[src/rtl/io_bus_pkg.sv]
// io_bus_pkg
//   Shared types and constants for the processor IO bus arbiter.
//   - state_t   : transaction sequencer states
//   - MST_*     : master identifiers (also the grant index values)
//   - SIZE_*    : io data_size encodings carried on m*_data_size / io_data_size
package io_bus_pkg;

   typedef enum logic [1:0] {
      IDLE  = 2'd0,
      ISSUE = 2'd1,
      WAIT  = 2'd2,
      ACK   = 2'd3
   } state_t;

   localparam logic MST_CPU = 1'b0;
   localparam logic MST_DBG = 1'b1;

   localparam logic [2:0] SIZE_BYTE = 3'd0;
   localparam logic [2:0] SIZE_HALF = 3'd1;
   localparam logic [2:0] SIZE_WORD = 3'd2;

   // A master is requesting whenever either strobe is raised.
   function automatic logic is_request(input logic rd_en, input logic wr_en);
      return rd_en | wr_en;
   endfunction

endpackage

[src/rtl/rr_arbiter2.sv]
// rr_arbiter2
//   Two-requester round-robin picker. Purely combinational; the caller owns
//   the registered last_grant.
//   Ports:
//     clk, reset   : clock / synchronous active-high reset (reset masks the grant)
//     req[1:0]     : request per master (bit index = master id)
//     last_grant   : master granted most recently
//     grant_idx    : winning master id
//     grant_valid  : at least one request present and not in reset
module rr_arbiter2
   import io_bus_pkg::*;
(
   input  logic       clk,
   input  logic       reset,
   input  logic [1:0] req,
   input  logic       last_grant,
   output logic       grant_idx,
   output logic       grant_valid
);

   // The pick has no state of its own; the clock is only part of the port set.
   logic unused_clk;
   assign unused_clk = clk;

   always_comb begin
      grant_idx   = MST_CPU;
      grant_valid = 1'b0;
      if (!reset) begin
         grant_valid = |req;
         case (req)
            2'b01:   grant_idx = MST_CPU;
            2'b10:   grant_idx = MST_DBG;
            // Contention: whoever did not win last time goes now.
            2'b11:   grant_idx = ~last_grant;
            default: grant_idx = MST_CPU;
         endcase
      end
   end

endmodule

[src/rtl/io_bus_arbiter.sv]
// io_bus_arbiter
//   Shares the processor IO bus between master 0 (Risc32 core) and master 1
//   (debug/DMA). Each access runs as a fixed sequence IDLE -> ISSUE ->
//   [WAIT for reads] -> ACK, and the winner gets a one-cycle ready pulse.
//   Ports:
//     clk, reset                 : clock, synchronous active-high reset
//     m{0,1}_address/write_value : master request payload (held until ready)
//     m{0,1}_write_en/read_en    : master strobes (both high = write only)
//     m{0,1}_data_size           : master size code
//     m{0,1}_read_value          : last read data returned to that master
//     m{0,1}_ready               : completion pulse
//     io_*                       : shared bus towards the board IO decode;
//                                  io_read_value arrives the cycle after io_read_en
module io_bus_arbiter
   import io_bus_pkg::*;
#(
   parameter int ADDR_W = 32,
   parameter int DATA_W = 32
) (
   input  logic              clk,
   input  logic              reset,

   input  logic [ADDR_W-1:0] m0_address,
   input  logic [DATA_W-1:0] m0_write_value,
   input  logic              m0_write_en,
   input  logic              m0_read_en,
   input  logic [2:0]        m0_data_size,
   output logic [DATA_W-1:0] m0_read_value,
   output logic              m0_ready,

   input  logic [ADDR_W-1:0] m1_address,
   input  logic [DATA_W-1:0] m1_write_value,
   input  logic              m1_write_en,
   input  logic              m1_read_en,
   input  logic [2:0]        m1_data_size,
   output logic [DATA_W-1:0] m1_read_value,
   output logic              m1_ready,

   output logic [ADDR_W-1:0] io_address,
   output logic [DATA_W-1:0] io_write_value,
   output logic              io_write_en,
   output logic              io_read_en,
   output logic [2:0]        io_data_size,
   input  logic [DATA_W-1:0] io_read_value
);

   // ------------------------------------------------------------------
   // State
   // ------------------------------------------------------------------
   state_t            state_q, state_d;
   logic              last_grant_q, last_grant_d;
   logic              winner_q, winner_d;
   logic              is_write_q, is_write_d;

   // The io_* registers double as the latched request: they are loaded on
   // the IDLE->ISSUE edge and zeroed on the way out of ISSUE.
   logic [ADDR_W-1:0] io_address_q, io_address_d;
   logic [DATA_W-1:0] io_write_value_q, io_write_value_d;
   logic              io_write_en_q, io_write_en_d;
   logic              io_read_en_q, io_read_en_d;
   logic [2:0]        io_data_size_q, io_data_size_d;

   logic [1:0]        ready_q, ready_d;
   logic [DATA_W-1:0] rd_val_q [2];
   logic [DATA_W-1:0] rd_val_d [2];

   // ------------------------------------------------------------------
   // Arbitration
   // ------------------------------------------------------------------
   logic [1:0] req;
   logic       grant_idx;
   logic       grant_valid;

   assign req[0] = is_request(m0_read_en, m0_write_en);
   assign req[1] = is_request(m1_read_en, m1_write_en);

   rr_arbiter2 u_rr (
      .clk         (clk),
      .reset       (reset),
      .req         (req),
      .last_grant  (last_grant_q),
      .grant_idx   (grant_idx),
      .grant_valid (grant_valid)
   );

   // Payload of whichever master the picker selected.
   logic [ADDR_W-1:0] sel_address;
   logic [DATA_W-1:0] sel_write_value;
   logic              sel_write_en;
   logic              sel_read_en;
   logic [2:0]        sel_data_size;

   always_comb begin
      if (grant_idx == MST_DBG) begin
         sel_address     = m1_address;
         sel_write_value = m1_write_value;
         sel_write_en    = m1_write_en;
         sel_read_en     = m1_read_en;
         sel_data_size   = m1_data_size;
      end else begin
         sel_address     = m0_address;
         sel_write_value = m0_write_value;
         sel_write_en    = m0_write_en;
         sel_read_en     = m0_read_en;
         sel_data_size   = m0_data_size;
      end
   end

   // ------------------------------------------------------------------
   // Next-state / outputs
   // ------------------------------------------------------------------
   always_comb begin
      state_d          = state_q;
      last_grant_d     = last_grant_q;
      winner_d         = winner_q;
      is_write_d       = is_write_q;
      // Bus is quiet by default so the decode never sees a stale address.
      io_address_d     = '0;
      io_write_value_d = '0;
      io_write_en_d    = 1'b0;
      io_read_en_d     = 1'b0;
      io_data_size_d   = '0;
      ready_d          = 2'b00;
      rd_val_d         = rd_val_q;

      case (state_q)
         IDLE: begin
            if (grant_valid) begin
               winner_d         = grant_idx;
               last_grant_d     = grant_idx;
               // A simultaneous read+write is a plain write.
               is_write_d       = sel_write_en;
               io_address_d     = sel_address;
               io_write_value_d = sel_write_value;
               io_data_size_d   = sel_data_size;
               io_write_en_d    = sel_write_en;
               io_read_en_d     = sel_read_en & ~sel_write_en;
               state_d          = ISSUE;
            end
         end

         ISSUE: begin
            if (is_write_q) begin
               // ready is registered, so raising it here lands it in ACK.
               ready_d[winner_q] = 1'b1;
               state_d           = ACK;
            end else begin
               state_d = WAIT;
            end
         end

         WAIT: begin
            // Device registered the read strobe; its data is on the bus now.
            rd_val_d[winner_q] = io_read_value;
            ready_d[winner_q]  = 1'b1;
            state_d            = ACK;
         end

         ACK: begin
            // Requests are deliberately not looked at here.
            state_d = IDLE;
         end

         default: state_d = IDLE;
      endcase
   end

   always_ff @(posedge clk) begin
      if (reset) begin
         state_q          <= IDLE;
         last_grant_q     <= MST_DBG;   // master 0 wins the first contention
         winner_q         <= MST_CPU;
         is_write_q       <= 1'b0;
         io_address_q     <= '0;
         io_write_value_q <= '0;
         io_write_en_q    <= 1'b0;
         io_read_en_q     <= 1'b0;
         io_data_size_q   <= '0;
         ready_q          <= 2'b00;
         rd_val_q[0]      <= '0;
         rd_val_q[1]      <= '0;
      end else begin
         state_q          <= state_d;
         last_grant_q     <= last_grant_d;
         winner_q         <= winner_d;
         is_write_q       <= is_write_d;
         io_address_q     <= io_address_d;
         io_write_value_q <= io_write_value_d;
         io_write_en_q    <= io_write_en_d;
         io_read_en_q     <= io_read_en_d;
         io_data_size_q   <= io_data_size_d;
         ready_q          <= ready_d;
         rd_val_q[0]      <= rd_val_d[0];
         rd_val_q[1]      <= rd_val_d[1];
      end
   end

   assign io_address     = io_address_q;
   assign io_write_value = io_write_value_q;
   assign io_write_en    = io_write_en_q;
   assign io_read_en     = io_read_en_q;
   assign io_data_size   = io_data_size_q;

   assign m0_ready       = ready_q[0];
   assign m1_ready       = ready_q[1];
   assign m0_read_value  = rd_val_q[0];
   assign m1_read_value  = rd_val_q[1];

endmodule

[config.mk]
export PLATFORM = sky130hd
export DESIGN_NAME = io_bus_arbiter
export DESIGN_NICKNAME = d
export VERILOG_FILES = /design/src/rtl/io_bus_pkg.sv /design/src/rtl/rr_arbiter2.sv /design/src/rtl/io_bus_arbiter.sv
export SDC_FILE = /design/constraint.sdc
export NUM_CORES = 1
export LEC_CHECK = 0
export CAP_MARGIN = 10
export CORE_ASPECT_RATIO = 0.7
export CORE_MARGIN = 8
export CORE_UTILIZATION = 40
export DETAILED_ROUTE_END_ITERATION = 8
export PLACE_DENSITY_LB_ADDON = 0.3
export SYNTH_ARGS = -nofsm -noshare
export SYNTH_HDL_FRONTEND = slang
export SYNTH_HIERARCHICAL = 1
export SYNTH_SLANG_ARGS = --single-unit
[constraint.sdc]
create_clock -name clk -period 3.65 [get_ports clk]
set_input_delay 0.365 -clock clk [delete_from_list [all_inputs] [get_ports clk]]
set_output_delay 0.365 -clock clk [all_outputs]
set_load 0.02 [all_outputs]
==> results.toml <==
[logic_synthesis]
synth_compound_area_share_pct = 7.87
synth_fa_ha_area_share_pct = 1.01
synth_fp_nets = 720
yosysSeqAreaShare_pct = 56.4
avgSynthCellArea_um2 = 9.14
synth_xor_area_share_pct = 0
synthesis.area_um2 = 4970
synth_top_family_by_area = "simple AND/OR/NAND/NOR gates"
synth-simple-area-share_pct = 16.9
synth_warnings = 6
synth-main-ff-cell = "dfxtp_1"
syn_inst = 544
synth_mux_area_share_pct = 13.9
yosysUniqueCellTypes = 25
synth_edf_count = 0
synth-seq-cells = 140
synth-async-reset-ratio_pct = 0

[grt]
first_global_vias = 5134
grtUsageTotal_pct = 21.3
grt_pass1_wl_mm = 27.0
grt_start_max_net_pins = 73
antenna_found_initial = 0
overflow = 0

[sta]
period_share_pct = 56.5
report.final.slew_viol_count = 0
clock-skew-final_ns = 0.00720
relSlewSlack_pct = 23.7
max_freq_mhz = 485
rsz0062_at_grt = "false"
worst_pin_slew_ns = 1.14
min_period_ns = 2.06
finalHoldViolCount = 0
setup_viol = 0
final.setup.tns_ns = 0

[die]
die_h_um = 109
io_pins = 307
dieArea_um2 = 16300
die_w_um = 149
start_util_pct = 40.5
rows = 34
coreArea_um2 = 12300

[placement]
port_buffers = 306
placed_cell_area_um2 = 8110
place.gp.congestion = 0.812
dp_hpwl_mm = 13.7

[detailed_routing]
drc_errors = 0
wl_per_cell_um = 17.6
vias = 4777
routed_via_density = 4.72
firstDrtPassIters = 5
drt_first_iter_violations = 165
antenna_left = 0
finalWirelength_mm = 17.8

[clock_network]
ctsResizeCount = 0
cts_buffers = 17
post_cts_buffers = 0
hold_buffers = 0
cts_tree = "done"
cts_buffer_depth = 2
htreeDepth = 4
cts_sinks = 140
clockRootBuffer = "clkbuf_16"
clk_pin_slew_ns = 0.06
insertion_delay_ns = 0.40

[min_path]
min_from = "reset"
hold_depth = 4
min_to = "last_grant_q$_SDFFE_PP1P_"
min_path_type = "primary input to flop"

[setup_path]
critical_path.cell_chain = "clkdlybuf4s50_1 > or2_2 > nor2_1 > nor2_1 > nand2_1 > or2_2 > buf_4 > nor2_1"
r2r_setup_slack_ns = 1.63
critPathKind = "primary input to flop"
cp-end-kind = "flop"
crit_buf_inv = 2
crit_family = "buffers and inverters"
cp.arrival_ns = 2.32
rr_startpoint = "state_q[0]$_SDFFE_PP0P_"
critPathRequiredTime_ns = 3.90
worstReg2RegEnd = "m1_read_value[19]$_SDFFE_PP0P_"
crit_path_start_kind = "primary input"
critPathMaxStageDelay_ns = 0.54
critPathSlowestCell = "buf_4"
timing.critical_path.mode_cell = "nor2_1"
r2r_cells = 5
crit_fanout = 69

[cells_and_area]
antenna_cells = 0
drive_above_1_share_pct = 5.06
final_area_um2 = 8740
seqCellArea_um2 = 2800
multi_input_area_um2 = 1980
syn_to_final_growth_pct = 75.7
fin_util_pct = 71.1
fillCellCount = 906
nets = 1013

[flow_run]
maxCapViolations = 0

[power_and_ir_drop]
p_leak_nw = 3.15
power_w = 0.00471
power.density_nw_per_um2 = 540
ir_worst_vdd_mv = 0.386

[run_status]
outcome = "completed"
-- cell usage after synthesis, drive strengths merged, types with 2 or more instances --
| library cell | instances | area (µm²) |
|---|---|---|
| nor2 | 73 | 274 |
| inv | 4 | 15.0 |
| a211oi | 2 | 20.0 |
| dfxtp | 140 | 2800 |
| mux2i | 69 | 691 |
| nand2 | 132 | 495 |
| a21oi | 68 | 340 |
| ha | 4 | 50.1 |
| clkbuf | 19 | 71.3 |
| buf | 19 | 114 |
| or2 | 3 | 18.8 |
-- layer usage --
layer	GRT usage, %	share of wire, %
met1	21.5	37
met2	39.2	52
met3	9.29	9.4
met4	7.04	1.8
met5	0	0
-- cell usage in the layout (no fill, tap or decap), drive strengths merged --
master,netlist,routed
a21oi,68,68
inv,4,9
buf,19,7
clkinv,0,2
nand2b,1,1
clkdlybuf4s50,0,305
or2b,1,1
o21ai,1,1
nor2,73,73
or2,3,3
nor4bb,1,1
dfxtp,140,140
a311oi,1,1
and2,1,1
a221oi,1,1
a211oi,2,2
mux2i,69,69
clkinvlp,0,4
bufinv,0,3
a32oi,1,1
clkbuf,19,18
nor2b,1,1
nand2,132,132
ha,4,4
nand3,1,1
nor4b,1,1
-- worst max-delay path by stage --
stage	depth (start not counted)	endpoint	slack (ns)	start
6_report	8	io_address[28]$_SDFF_PP0_	1.59	m0_write_en
5_1_grt	8	io_write_value[1]$_SDFF_PP0_	1.44	m0_write_en
4_1_cts	5	m1_read_value[31]$_SDFFE_PP0P_	1.56	state_q[0]$_SDFFE_PP0P_
3_5_place_dp	8	io_write_value[23]$_SDFF_PP0_	1.19	m0_write_en
3_3_place_gp	6	is_write_q$_SDFFE_PP0P_	1.25	m0_write_en
2_1_floorplan	7	io_read_en$_SDFF_PP0_	2.02	m0_write_en
-- kinds of logic (layout without fill, tap and decap cells) --
kind of cell / count (synthesis) / in the layout
AND/OR/NAND/NOR: 215 / 215
flip-flops: 140 / 140
AO/OA/AOI/OAI: 74 / 74
multiplexers: 69 / 69
buffers and inverters: 42 / 348
adder cells (fa/ha/maj): 4 / 4
-- sequential cells by signal, summed over array words and instances (netlist names) --
signal	count
io_write_en	1
io_read_en	1
io_write_value	32
state_q	2
m0_read_value	32
ready_q	2
last_grant_q	1
m1_read_value	32
io_data_size	3
io_address	32
is_write_q	1
winner_q	1
-- per-stage QoR --
stage          hold WS [ns]  worst slack (ns)  std cells
2_1_floorplan         0.459              2.02        544
3_3_place_gp          0.440              1.25        979
3_5_place_dp          0.446              1.19        979
4_1_cts               0.382              1.56       1011
5_1_grt               0.408              1.44       1012
6_report              0.388              1.59       1012
-- final cells by class --
cell class                      instances  area share, %
Clock buffer                           18           4.91
Sequential cell                       140           32.1
Tap cell                              162           2.32
Clock inverter                         14           2.11
Inverter                                4          0.172
Timing Repair Buffer                  312           35.7
Multi-Input combinational cell        362           22.7
-- report_power, final --
group          internal (W)  leakage (nW)  switching, W
registers           0.00169          1.14     0.0000700
logic              0.000574          1.73      0.000606
clock network       0.00109         0.286      0.000686
total               0.00335          3.15       0.00136
-- worst register-to-register path: stages, from the launching register on --
cell and delay (ns):
dfxtp_1 0.34, inv_1 0.10, ha_1 0.26, nand2_1 0.85, nand2_1 0.16, a21oi_1 0.23
Power figures use the tool's default switching activity.
